**src/rtl/aq_gemac_tx_arb_if.sv**
```systemverilog
// Frame-write port shared by the two TX sources and the MAC TX buffer.
// master drives a frame into the port; slave accepts it and owns gnt/full/ready.
interface aq_gemac_tx_arb_if;
    logic        req;
    logic        gnt;
    logic        we;
    logic        start;
    logic        last;
    logic [31:0] data;
    logic        full;
    logic        ready;

    modport master (
        output req, we, start, last, data,
        input  gnt, full, ready
    );

    modport slave (
        input  req, we, start, last, data,
        output gnt, full, ready
    );
endinterface

```
**src/rtl/aq_gemac_tx_arb.sv**
```systemverilog
// Whole-frame arbiter for the aq_gemac TX buffer write port, with stall watchdog and frame counters.
// Define AQ_GEMAC_TX_ARB_PRIO_EN for fixed priority to port A instead of round-robin.
module aq_gemac_tx_arb #(
    parameter int unsigned TIMEOUT = 4096,
    parameter int unsigned CNT_W   = 16
) (
    input  logic                   clk,
    input  logic                   rst,
    aq_gemac_tx_arb_if.slave       a,
    aq_gemac_tx_arb_if.slave       b,
    aq_gemac_tx_arb_if.master      tx,
    output logic                   timeout_pulse,
    output logic                   timeout_port,
    output logic [CNT_W-1:0]       a_frames,
    output logic [CNT_W-1:0]       b_frames
);

    localparam int unsigned WdW = (TIMEOUT > 1) ? $clog2(TIMEOUT) : 1;

    typedef enum logic [1:0] {StIdle, StGrantA, StGrantB, StGap} state_e;

    state_e           state_q;
    logic             gnt_a_q, gnt_b_q, ptr_b_q, to_port_q;
    logic [WdW-1:0]   wd_q;
    logic [CNT_W-1:0] a_cnt_q, b_cnt_q;

    logic        granted, sel_b, pick_b;
    logic        src_we, src_start, src_last;
    logic [31:0] src_data;
    logic        accept, done, abort;
    logic        unused_tx_gnt;

    assign granted   = (state_q == StGrantA) || (state_q == StGrantB);
    assign sel_b     = (state_q == StGrantB);
    assign src_we    = sel_b ? b.we    : a.we;
    assign src_start = sel_b ? b.start : a.start;
    assign src_last  = sel_b ? b.last  : a.last;
    assign src_data  = sel_b ? b.data  : a.data;

    assign accept = granted && src_we && !tx.full;
    assign done   = accept && src_last;
    // Abort fires on the TIMEOUT-th consecutive idle cycle; an accepted word (incl. END) always wins.
    assign abort  = granted && !accept && !rst && (TIMEOUT != 0) &&
                    (wd_q == WdW'(TIMEOUT - 1));

`ifdef AQ_GEMAC_TX_ARB_PRIO_EN
    logic unused_ptr_b;
    assign unused_ptr_b = ptr_b_q;
    assign pick_b       = !a.req;
`else
    assign pick_b = b.req && (!a.req || ptr_b_q);
`endif

    assign tx.req   = granted;
    assign tx.we    = accept;
    assign tx.start = granted && src_we && src_start;
    assign tx.last  = (granted && src_we && src_last) || abort;
    assign tx.data  = granted ? src_data : 32'h0;

    assign a.gnt   = gnt_a_q;
    assign b.gnt   = gnt_b_q;
    assign a.full  = (state_q != StGrantA) || tx.full;
    assign b.full  = (state_q != StGrantB) || tx.full;
    assign a.ready = tx.ready;
    assign b.ready = tx.ready;

    assign timeout_pulse = abort;
    assign timeout_port  = abort ? sel_b : to_port_q;
    assign a_frames      = a_cnt_q;
    assign b_frames      = b_cnt_q;
    assign unused_tx_gnt = tx.gnt;

    always_ff @(posedge clk) begin
        if (rst) begin
            state_q   <= StIdle;
            gnt_a_q   <= 1'b0;
            gnt_b_q   <= 1'b0;
            ptr_b_q   <= 1'b0;
            to_port_q <= 1'b0;
            wd_q      <= '0;
            a_cnt_q   <= '0;
            b_cnt_q   <= '0;
        end else begin
            unique case (state_q)
                StIdle: begin
                    if (tx.ready && (a.req || b.req)) begin
                        state_q <= pick_b ? StGrantB : StGrantA;
                        gnt_a_q <= !pick_b;
                        gnt_b_q <= pick_b;
                        wd_q    <= '0;
                    end
                end
                StGrantA, StGrantB: begin
                    if (done || abort) begin
                        state_q <= StGap;
                        gnt_a_q <= 1'b0;
                        gnt_b_q <= 1'b0;
                        ptr_b_q <= !sel_b;
                        if (done && sel_b)  b_cnt_q <= b_cnt_q + CNT_W'(1);
                        if (done && !sel_b) a_cnt_q <= a_cnt_q + CNT_W'(1);
                        if (abort)          to_port_q <= sel_b;
                    end else if (accept) begin
                        wd_q <= '0;
                    end else if (TIMEOUT != 0) begin
                        wd_q <= wd_q + WdW'(1);
                    end
                end
                StGap:   state_q <= StIdle;
                default: state_q <= StIdle;
            endcase
        end
    end

endmodule

```
**src/flat_wrapper.sv**
```systemverilog
// flat-port wrapper written by rule: the top's interface ports become plain ports
module aq_gemac_tx_arb_flat 
#(
    parameter int unsigned TIMEOUT = 4096,
    parameter int unsigned CNT_W   = 16
)
  (clk, rst, timeout_pulse, timeout_port, a_frames, b_frames, a_req, a_we, a_start, a_last, a_data, a_gnt, a_full, a_ready, b_req, b_we, b_start, b_last, b_data, b_gnt, b_full, b_ready, tx_req, tx_we, tx_start, tx_last, tx_data, tx_gnt, tx_full, tx_ready);
  aq_gemac_tx_arb_if a_i ();
  aq_gemac_tx_arb_if b_i ();
  aq_gemac_tx_arb_if tx_i ();
  input  logic clk;
  input  logic rst;
  output logic timeout_pulse;
  output logic timeout_port;
  output logic [CNT_W-1:0] a_frames;
  output logic [CNT_W-1:0] b_frames;
  input wire logic [$bits(a_i.req)-1:0] a_req;
  input wire logic [$bits(a_i.we)-1:0] a_we;
  input wire logic [$bits(a_i.start)-1:0] a_start;
  input wire logic [$bits(a_i.last)-1:0] a_last;
  input wire logic [$bits(a_i.data)-1:0] a_data;
  output wire logic [$bits(a_i.gnt)-1:0] a_gnt;
  output wire logic [$bits(a_i.full)-1:0] a_full;
  output wire logic [$bits(a_i.ready)-1:0] a_ready;
  input wire logic [$bits(b_i.req)-1:0] b_req;
  input wire logic [$bits(b_i.we)-1:0] b_we;
  input wire logic [$bits(b_i.start)-1:0] b_start;
  input wire logic [$bits(b_i.last)-1:0] b_last;
  input wire logic [$bits(b_i.data)-1:0] b_data;
  output wire logic [$bits(b_i.gnt)-1:0] b_gnt;
  output wire logic [$bits(b_i.full)-1:0] b_full;
  output wire logic [$bits(b_i.ready)-1:0] b_ready;
  output wire logic [$bits(tx_i.req)-1:0] tx_req;
  output wire logic [$bits(tx_i.we)-1:0] tx_we;
  output wire logic [$bits(tx_i.start)-1:0] tx_start;
  output wire logic [$bits(tx_i.last)-1:0] tx_last;
  output wire logic [$bits(tx_i.data)-1:0] tx_data;
  input wire logic [$bits(tx_i.gnt)-1:0] tx_gnt;
  input wire logic [$bits(tx_i.full)-1:0] tx_full;
  input wire logic [$bits(tx_i.ready)-1:0] tx_ready;
  assign a_i.req = a_req;
  assign a_i.we = a_we;
  assign a_i.start = a_start;
  assign a_i.last = a_last;
  assign a_i.data = a_data;
  assign a_gnt = a_i.gnt;
  assign a_full = a_i.full;
  assign a_ready = a_i.ready;
  assign b_i.req = b_req;
  assign b_i.we = b_we;
  assign b_i.start = b_start;
  assign b_i.last = b_last;
  assign b_i.data = b_data;
  assign b_gnt = b_i.gnt;
  assign b_full = b_i.full;
  assign b_ready = b_i.ready;
  assign tx_req = tx_i.req;
  assign tx_we = tx_i.we;
  assign tx_start = tx_i.start;
  assign tx_last = tx_i.last;
  assign tx_data = tx_i.data;
  assign tx_i.gnt = tx_gnt;
  assign tx_i.full = tx_full;
  assign tx_i.ready = tx_ready;
  aq_gemac_tx_arb #(.TIMEOUT(TIMEOUT), .CNT_W(CNT_W)) u_core (.clk(clk), .rst(rst), .a(a_i), .b(b_i), .tx(tx_i), .timeout_pulse(timeout_pulse), .timeout_port(timeout_port), .a_frames(a_frames), .b_frames(b_frames));
endmodule
```
**config.mk**
```make
export PLATFORM = sky130hd
export DESIGN_NAME = aq_gemac_tx_arb_flat
export DESIGN_NICKNAME = d
export VERILOG_FILES = /design/src/rtl/aq_gemac_tx_arb_if.sv /design/src/rtl/aq_gemac_tx_arb.sv /design/src/flat_wrapper.sv
export SDC_FILE = /design/constraint.sdc
export NUM_CORES = 1
export LEC_CHECK = 0
export CORE_MARGIN = 4
export CORE_UTILIZATION = 44
export DETAILED_ROUTE_END_ITERATION = 6
export PLACE_DENSITY = 0.87
export SLEW_MARGIN = 20
export SYNTH_ARGS = -nofsm -noshare
export SYNTH_HDL_FRONTEND = slang
export SYNTH_SLANG_ARGS = --single-unit
```
**constraint.sdc**
```tcl
create_clock -name clk -period 4.6 [get_ports clk]
set_input_delay 1.15 -clock clk [delete_from_list [all_inputs] [get_ports clk]]
set_output_delay 1.15 -clock clk [all_outputs]
set_load 0.1 [all_outputs]
```
==> implementation parameters, run 1 <==
Parameter                              Value

Status
  Run status    completed

Global routing
  Tot GR Track Use    23.2%
  Initial antenna violation count    0
  Wire length of the first global-routing pass    15.6 mm
  Maximum number of pins on one net before global-route repair    53
  Number of global-route vias before repair    3199
  Remaining Overflow, GRT    0

Cells and area
  Final #Nets    601
  Synth-to-Final Area Change    51.6%
  Ratio of cells with drive above 1 in the final layout    12.8%
  Diodes inserted    0

STA
  Fin crit period    3.90 ns
  Slew HR    32.3%
  RSZ-0062 raised after global routing    no
  Period utilization    84.8%
  Setup violations, final    0
  Transition time of the tightest slew-check pin    1.01 ns
  Post-Route Skew    0.00674 ns
  Aggregate negative setup slack    0 ns
  Final hold slack    0.487 ns
  Slew Limit Fails    0
  Top achievable clock speed    256 MHz
  Hold Vio Cnt, Final    0

Drt
  Routed WL    9.76 mm
  Average detailed-routed wire length per instance    16.3 µm
  Detailed-route vias per instance    5.43
  First-iteration detailed-routing DRC count    172
  Remaining design rule violation count    0
  Detail Route Antenna Nets    0
  Overall via count from detail_route    3239
  First drt pass iteration count    4

Min path
  Hold path depth    2
  Kind of path behind the tightest hold check    reg -> reg
  Critical hold path startpoint    u_core.ptr_b_q
  Worst Hold Endpoint    u_core.ptr_b_q

Run
  Max-cap violations    0

Critical path
  Maximum fanout along the worst path    24
  Cell-by-cell listing of the critical path    inv_1 > ha_1 > clkinv_1 > buf_4 > nor2_1 > buf_4
  Setup slack, reg-to-reg    1.82 ns
  R2R cell count    7
  Worst flop-to-flop path endpoint    u_core.wd_q[9]
  Worst setup path class    reg -> out
  Critical path capture point type    output port
  Most numerous cell on the critical path    buf_4
  Endpoint required time on the critical path    3.45 ns
  Reg-to-reg startpoint    u_core.state_q[0]
  Worst stage delay on the critical path    0.60 ns
  Arrival time of data at the critical path endpoint    2.75 ns
  Cell type of the slowest stage on the worst timing path    clkinv_1
  Startpoint type of the worst setup path    flip-flop

Clock tree
  Inserted Clock Buffers    5
  Clock-pin slew of the registers on the worst-case setup and hold paths    0.10 ns
  CTS Sinks    50
  Post-CTS sizing    0
  Post-CTS Setup Bufs    0
  Hold-fix buffer count after cts    0
  Clk Latency, worst-skew pair    0.31 ns
  Maximum clock insertion buffer count    2
  Clock tree from TritonCTS    built
  H-tree depth    2
  CTS Root Buffer Type    clkbuf_8

Power and ir drop
  Flop pwr share    17.2%
  Clock share of power    10.3%
  Net switching power of the design    0.00170 W
  Leak pwr    1.65 nW
  P_int    0.000997 W
  Combinational cell fraction of total power    72.5%
  Switching Fraction    63.0%
  Maximum vdd ir drop    0.000662 V
  Power per Cell Area    584 nW/µm²

Placed design
  Final Wtd Congestion    0.829
  Half-perimeter wire length after placement    7.83 mm
  Number of buffer cells added on primary ports    151

Synth
  Synthesized netlist cell count    377
  Number of distinct standard cells referenced by the synthesized netlist    46
  Ranking of synthesized cells by area    dfxtp_1, mux2i_1, nor2_1, xnor2_1, ha_1
  Net count of the mapped netlist    462
  Per-instance average area after synthesis    8.07 µm²
  Cell type contributing the most total cell area after synthesis    dfxtp_1
  Async SR Flop Fraction    0%
  Most frequent cells after synthesis    nor2_1, dfxtp_1, mux2i_1, nand2_1, nand3_1
  Part of the Yosys area used for sequential elements    32.9%
  Top-area cell type share of the netlist area    32.9%
  Synth warnings    0
  Post-Synthesis Cell Area    3040 µm²
  EDFF count, synth    0
  Ys flop type    dfxtp_1
  Library cell with the highest instance count after synthesis    nor2_1
  Number of synthesized register bits    50

Die
  Row Count    30
  Die Y-Extent    91.2 µm
  Core area    6760 µm²
  Overall die area    8310 µm²
  X dimension of the die    91.2 µm
  Number of top-level pins    153
  Starting density of the core    45.0%
## layout by cell type, fill, tap and decap left out, types with 9 or more instances in the layout
cell type and instances:
nor2_1 70, o21ai_0 15, nand3_1 18, buf_4 43, nand2_1 21, xnor2_1 15
nor3_1 12, clkdlybuf4s50_1 109, dfxtp_1 50, a311oi_1 9, a21oi_1 17, mux2i_1 35
inv_1 11, xor2_1 10
## state kept, by name (all words and copies together) (netlist names)
register          flops
u_core.a_frames      16
u_core.b_frames      16
u_core.wd_q          12
u_core.state_q        2
u_core.a.gnt          1
u_core.b.gnt          1
u_core.ptr_b_q        1
u_core.to_port_q      1
## per-stage QoR
stage                     worst slack [ns]  instance area (µm²)  cells  utilization (%)  power (W)
after floorplan                      0.163                 3040    377                -    0.00199
after global placement               0.759                 4510    589             66.8    0.00241
after detailed placement             0.708                 4510    589             66.8    0.00242
after CTS                            0.669                 4610    597             68.3    0.00270
after global routing                 0.437                 4610    597             68.3    0.00280
final                                0.699                 4610    597             68.3    0.00269
## worst max path at each step
stage / start / end
floorplan: u_core.state_q[0] / tx_data[10]
global placement: b_we / timeout_port
detailed placement: b_we / timeout_port
CTS: u_core.state_q[1] / tx_data[12]
global route: u_core.state_q[1] / tx_data[12]
finish: u_core.state_q[1] / tx_data[12]
## layout make-up
type | instances | area, µm²
well taps | 80 | 100
clock buffers | 5 | 68.8
fillers | 556 | 2140
multi-input cells | 291 | 1890
repair buffers | 156 | 1480
flip-flops and latches | 50 | 1000
clock inverters | 3 | 28.8
inverters | 12 | 45.0
## critical path, delay by kind of cell (launching register included)
kind	cells	cell delay, ns
fa+ha+maj	1	0.50
simple gates	1	0.13
flops	1	0.38
buf+inv	4	1.42
## cells by family after synthesis
kind of cell    Yosys count  synth area share [%]
simple gates            165                  27.1
flops                    50                  32.9
mux                      38                  12.7
compound gates           55                  11.7
fa+ha+maj                 8                  3.29
xor+xnor                 25                  7.20
buf+inv                  36                  5.10
## metal layers
metal  global-route usage (%)  vias up  wire length (µm)
li1                         -     1593                 -
met1                     23.4     1528              3450
met2                     44.3       99              5280
met3                     6.96       19               752
met4                     8.17        0               269
met5                        0        -                 0
## power by group through the flow
| stage | Combinational [W] | Sequential (W) | Clock [W] |
|---|---|---|---|
| final | 0.00195 | 0.000463 | 0.000277 |
| after global routing | 0.00203 | 0.000466 | 0.000305 |
| after CTS | 0.00196 | 0.000463 | 0.000284 |
| after detailed placement | 0.00195 | 0.000473 | 0 |
| after global placement | 0.00194 | 0.000472 | 0 |
| after floorplan | 0.00147 | 0.000515 | 0 |
No activity file was read; power rests on OpenSTA's default activity.
==> run 2, diff against run 1 <==
Settings changed: CORE_UTILIZATION 44 to 41, PLACE_DENSITY 0.87 to 0.82.
Clock period 4.6 ns to 3.85 ns, I/O delays scaled along.
==> implementation parameters, run 2 (synthesis results as in run 1) <==
Parameter                              Value

STA
  Hold Vio Cnt, Final    0
  Aggregate negative setup slack    0 ns
  Fin crit period    3.51 ns
  Post-Route Skew    0.00732 ns
  RSZ-0062 raised after global routing    no
  Transition time of the tightest slew-check pin    1.01 ns
  Top achievable clock speed    285 MHz
  Setup violations, final    0
  Slew Limit Fails    0
  Final hold slack    0.485 ns
  Slew HR    32.3%
  Period utilization    91.1%

Clock tree
  Hold-fix buffer count after cts    0
  CTS Sinks    50
  CTS Root Buffer Type    clkbuf_8
  Clock-pin slew of the registers on the worst-case setup and hold paths    0.09 ns
  Post-CTS Setup Bufs    0
  Post-CTS sizing    0
  Inserted Clock Buffers    5
  Maximum clock insertion buffer count    2
  Clk Latency, worst-skew pair    0.32 ns
  Clock tree from TritonCTS    built
  H-tree depth    2

Global routing
  Maximum number of pins on one net before global-route repair    53
  Initial antenna violation count    0
  Remaining Overflow, GRT    0
  Number of global-route vias before repair    3188
  Wire length of the first global-routing pass    15.5 mm
  Tot GR Track Use    22.3%

Cells and area
  Most common library cell in the layout ignoring fill and taps    clkdlybuf4s50_1
  Commonest cells after routing, fill and taps aside    clkdlybuf4s50_1, nor2_1, dfxtp_1
  Number of standard cells in the final layout excluding fillers    619
  Final #Nets    604
  Ratio of cells with drive above 1 in the final layout    13.8%
  Total area of multi-input combinational cells    1890 µm²
  Diodes inserted    0
  Number of filler instances in the final layout    547
  Synth-to-Final Area Change    68.3%
  Sequential standard cell area    1000 µm²

Critical path
  Worst flop-to-flop path endpoint    u_core.b_frames[13]
  Maximum fanout along the worst path    4
  Endpoint required time on the critical path    2.89 ns
  Worst setup path class    in -> out
  Setup slack, reg-to-reg    1.39 ns
  Reg-to-reg startpoint    u_core.state_q[0]
  R2R cell count    6
  Startpoint type of the worst setup path    input port
  Critical path capture point type    output port
  Arrival time of data at the critical path endpoint    2.54 ns

Placed design
  Cell count after placement    611
  Half-perimeter wire length after placement    8.22 mm
  Number of buffer cells added on primary ports    151
  Final Wtd Congestion    0.833

Die
  Number of top-level pins    153
  Starting density of the core    42.2%
  Core area    7210 µm²
  X dimension of the die    94.2 µm
  Row Count    31
  Overall die area    8860 µm²
  Die Y-Extent    94.2 µm

Drt
  First-iteration detailed-routing DRC count    116
  Detailed-route vias per instance    5.29
  Routed WL    10.2 mm
  Detail Route Antenna Nets    0
  Average detailed-routed wire length per instance    16.4 µm
  Remaining design rule violation count    0
  Overall via count from detail_route    3274
  First drt pass iteration count    4

Min path
  Critical hold path startpoint    u_core.ptr_b_q
  Kind of path behind the tightest hold check    reg -> reg
  Hold path depth    2
  Worst Hold Endpoint    u_core.ptr_b_q

Power and ir drop
  Maximum vdd ir drop    0.000514 V
  Leak pwr    1.80 nW
  Power per Cell Area    739 nW/µm²

Status
  Run status    completed

Run
  Max-cap violations    0
## run 2: area by class of cell
cell class	instances	area share, %
clock buffers	5	1.34
multi-input cells	291	36.9
clock inverters	3	0.929
inverters	12	0.880
flip-flops and latches	50	19.6
repair buffers	159	38.0
well taps	99	2.42
## run 2: routing by layer
metal  global-route usage [%]  routed length [µm]  up-vias
li1                         -                   -     1609
met1                     22.4                3540     1524
met2                     42.2                5580      123
met3                     7.45                 802       18
met4                     7.70                 248        0
met5                        0                   0        -
## run 2: how the worst max path moves through the flow
| stage | endpoint | slack (ns) | depth (start not counted) | from |
|---|---|---|---|---|
| final | timeout_port | 0.34 | 6 | a_we |
| after global routing | timeout_port | 0.27 | 6 | b_we |
| after CTS | timeout_port | 0.33 | 6 | b_we |
| after detailed placement | timeout_port | 0.35 | 6 | b_we |
| after global placement | timeout_port | 0.41 | 6 | a_we |
| after floorplan | tx_data[10] | -0.40 | 6 | u_core.state_q[0] |
## run 2: worst max-delay path, cell delays in order
cell             delay (ns)
clkdlybuf4s50_1        0.49
mux2i_2                0.24
o21a_1                 0.16
nand2_1                0.10
mux2_1                 0.39
buf_12                 0.18
## run 2: power breakdown
part	internal [W]	switching, W	leakage (nW)
Clock	0.000197	0.000194	0.0587
Sequential	0.000537	0.0000177	0.403
Combinational	0.000920	0.00192	1.34
Total	0.00165	0.00213	1.80
## run 2: metrics by stage
| step | setup WS (ns) | power (W) | area (µm²) | util, % |
|---|---|---|---|---|
| final | 0.344 | 0.00378 | 5120 | 71.0 |
| after detailed placement | 0.352 | 0.00342 | 5000 | 69.4 |
| after CTS | 0.332 | 0.00380 | 5120 | 71.0 |
| after floorplan | -0.400 | 0.00238 | 3040 | - |
| after global routing | 0.268 | 0.00391 | 5120 | 71.0 |
| after global placement | 0.405 | 0.00338 | 5000 | 69.4 |
==> run 3, diff against run 2 <==
Settings changed: CORE_ASPECT_RATIO set to 0.6, CORE_MARGIN 4 to 10.
==> implementation parameters, run 3 (synthesis results as in run 1) <==
Parameter                              Value

STA
  Slew Limit Fails    0
  Fin worst setup slack    0.326 ns
  RSZ-0062 raised after global routing    no
  Transition time of the tightest slew-check pin    0.994 ns
  Slew HR    33.6%
  Period utilization    91.5%
  Fin crit period    3.52 ns
  Hold Vio Cnt, Final    0
  Post-Route Skew    0.00328 ns
  Top achievable clock speed    284 MHz
  Setup violations, final    0

Clock tree
  Inserted Clock Buffers    5
  Clk Latency, worst-skew pair    0.29 ns
  Post-CTS Setup Bufs    0
  Clock tree from TritonCTS    built
  Post-CTS sizing    0
  Hold-fix buffer count after cts    0
  CTS Root Buffer Type    clkbuf_16
  H-tree depth    2
  Clock-pin slew of the registers on the worst-case setup and hold paths    0.07 ns
  CTS Sinks    50
  Maximum clock insertion buffer count    2

Min path
  Kind of path behind the tightest hold check    reg -> reg

Drt
  First-iteration detailed-routing DRC count    298
  Overall via count from detail_route    3317
  Routed WL    11.3 mm
  Average detailed-routed wire length per instance    18.1 µm
  Detailed-route vias per instance    5.32
  Remaining design rule violation count    0
  Detail Route Antenna Nets    0
  Wire length on met2    5.61 mm
  Highest Signal Layer    met4
  Met3 Wirelength    1.20 mm
  First drt pass iteration count    4
  Met1 WL    4.43 mm

Global routing
  Initial antenna violation count    0
  Wire length of the first global-routing pass    18.0 mm
  Maximum number of pins on one net before global-route repair    53
  Remaining Overflow, GRT    0
  Tot GR Track Use    19.0%
  Number of global-route vias before repair    3414

Critical path
  Maximum fanout along the worst path    4
  Critical path capture point type    output port
  Worst setup path class    in -> out
  Startpoint type of the worst setup path    input port
  Endpoint required time on the critical path    2.89 ns
  Arrival time of data at the critical path endpoint    2.56 ns

Power and ir drop
  Total Power Consumption    0.00385 W
  Maximum vdd ir drop    0.000577 V
  Leak pwr    1.81 nW
  Power per Cell Area    745 nW/µm²

Die
  X dimension of the die    131 µm
  Overall die area    11400 µm²
  Number of top-level pins    153
  Die Y-Extent    86.7 µm
  Row Count    24
  Core area    7240 µm²
  Starting density of the core    42.0%

Placed design
  Half-perimeter wire length after placement    9.17 mm
  Cell count after placement    615
  Worst-case setup slack after placement    0.359 ns
  Number of buffer cells added on primary ports    151
  Area after DPL    5000 µm²
  Final Wtd Congestion    0.860

Cells and area
  Number of filler instances in the final layout    535
  Synth-to-Final Area Change    69.8%
  Most common library cell in the layout ignoring fill and taps    clkdlybuf4s50_1
  Number of standard cells in the final layout excluding fillers    623
  Final cell area excluding filler cells    5170 µm²
  Ratio of cells with drive above 1 in the final layout    13.5%
  Commonest cells after routing, fill and taps aside    clkdlybuf4s50_1, nor2_1, dfxtp_1
  Final #Nets    603
  Diodes inserted    0

Status
  Run status    completed

Run
  Max-cap violations    0
-- run 3: changes by cell type in the layout (fill, tap and decap cells not counted), sizes merged --
cell           change
clkdlybuf4s50      +1
bufinv             -1
inv                -1
clkbuf             +2
buf                -2
-- run 3: worst max-delay path, cell delays in order --
cell,delay [ns]
clkdlybuf4s50_1,0.49
mux2i_2,0.24
o21a_1,0.16
nand2_1,0.11
mux2_1,0.41
buf_12,0.19
-- run 3: report_power, final --
group | switching (W) | leakage, nW | total (W) | internal [W]
logic | 0.00192 | 1.33 | 0.00283 | 0.000906
registers | 0.0000149 | 0.403 | 0.000553 | 0.000538
clock network | 0.000191 | 0.0801 | 0.000468 | 0.000278
total | 0.00213 | 1.81 | 0.00385 | 0.00172
-- run 3: final timing paths --
kind / start / end / slack [ns] / cells after the start
worst max-delay path: a_we / timeout_port / 0.33 / 6
worst min-delay path: u_core.a.gnt / u_core.a.gnt / 0.49 / 2
worst max register to register: u_core.state_q[0] / u_core.b_frames[13] / 1.43 / 6
worst min register to register: u_core.a.gnt / u_core.a.gnt / 0.49 / 2
-- run 3: area by class of cell --
class / count / area (µm²) / share of cell area [%]
inverter: 12 / 45.0 / 0.872
timing repair buffer: 158 / 1940 / 37.5
clock buffer: 7 / 153 / 2.95
tap: 104 / 130 / 2.52
multi-input combinational: 291 / 1890 / 36.6
clock inverter: 1 / 8.76 / 0.170
sequential: 50 / 1000 / 19.4
-- run 3: per-stage QoR --
step / util, % / hold WS, ns / TNS (ns)
final: 71.4 / 0.486 / 0
after global routing: 71.4 / 0.505 / 0
after CTS: 71.4 / 0.492 / 0
after detailed placement: 69.2 / 0.470 / 0
after global placement: 69.2 / 0.456 / 0
after floorplan: - / 0.427 / -12.76
-- run 3: metal layers --
metal | vias to the layer above | global-route usage [%]
li1 | 1605 | -
met1 | 1553 | 20.7
met2 | 151 | 34.5
met3 | 8 | 8.72
met4 | 0 | 2.44
met5 | - | 0
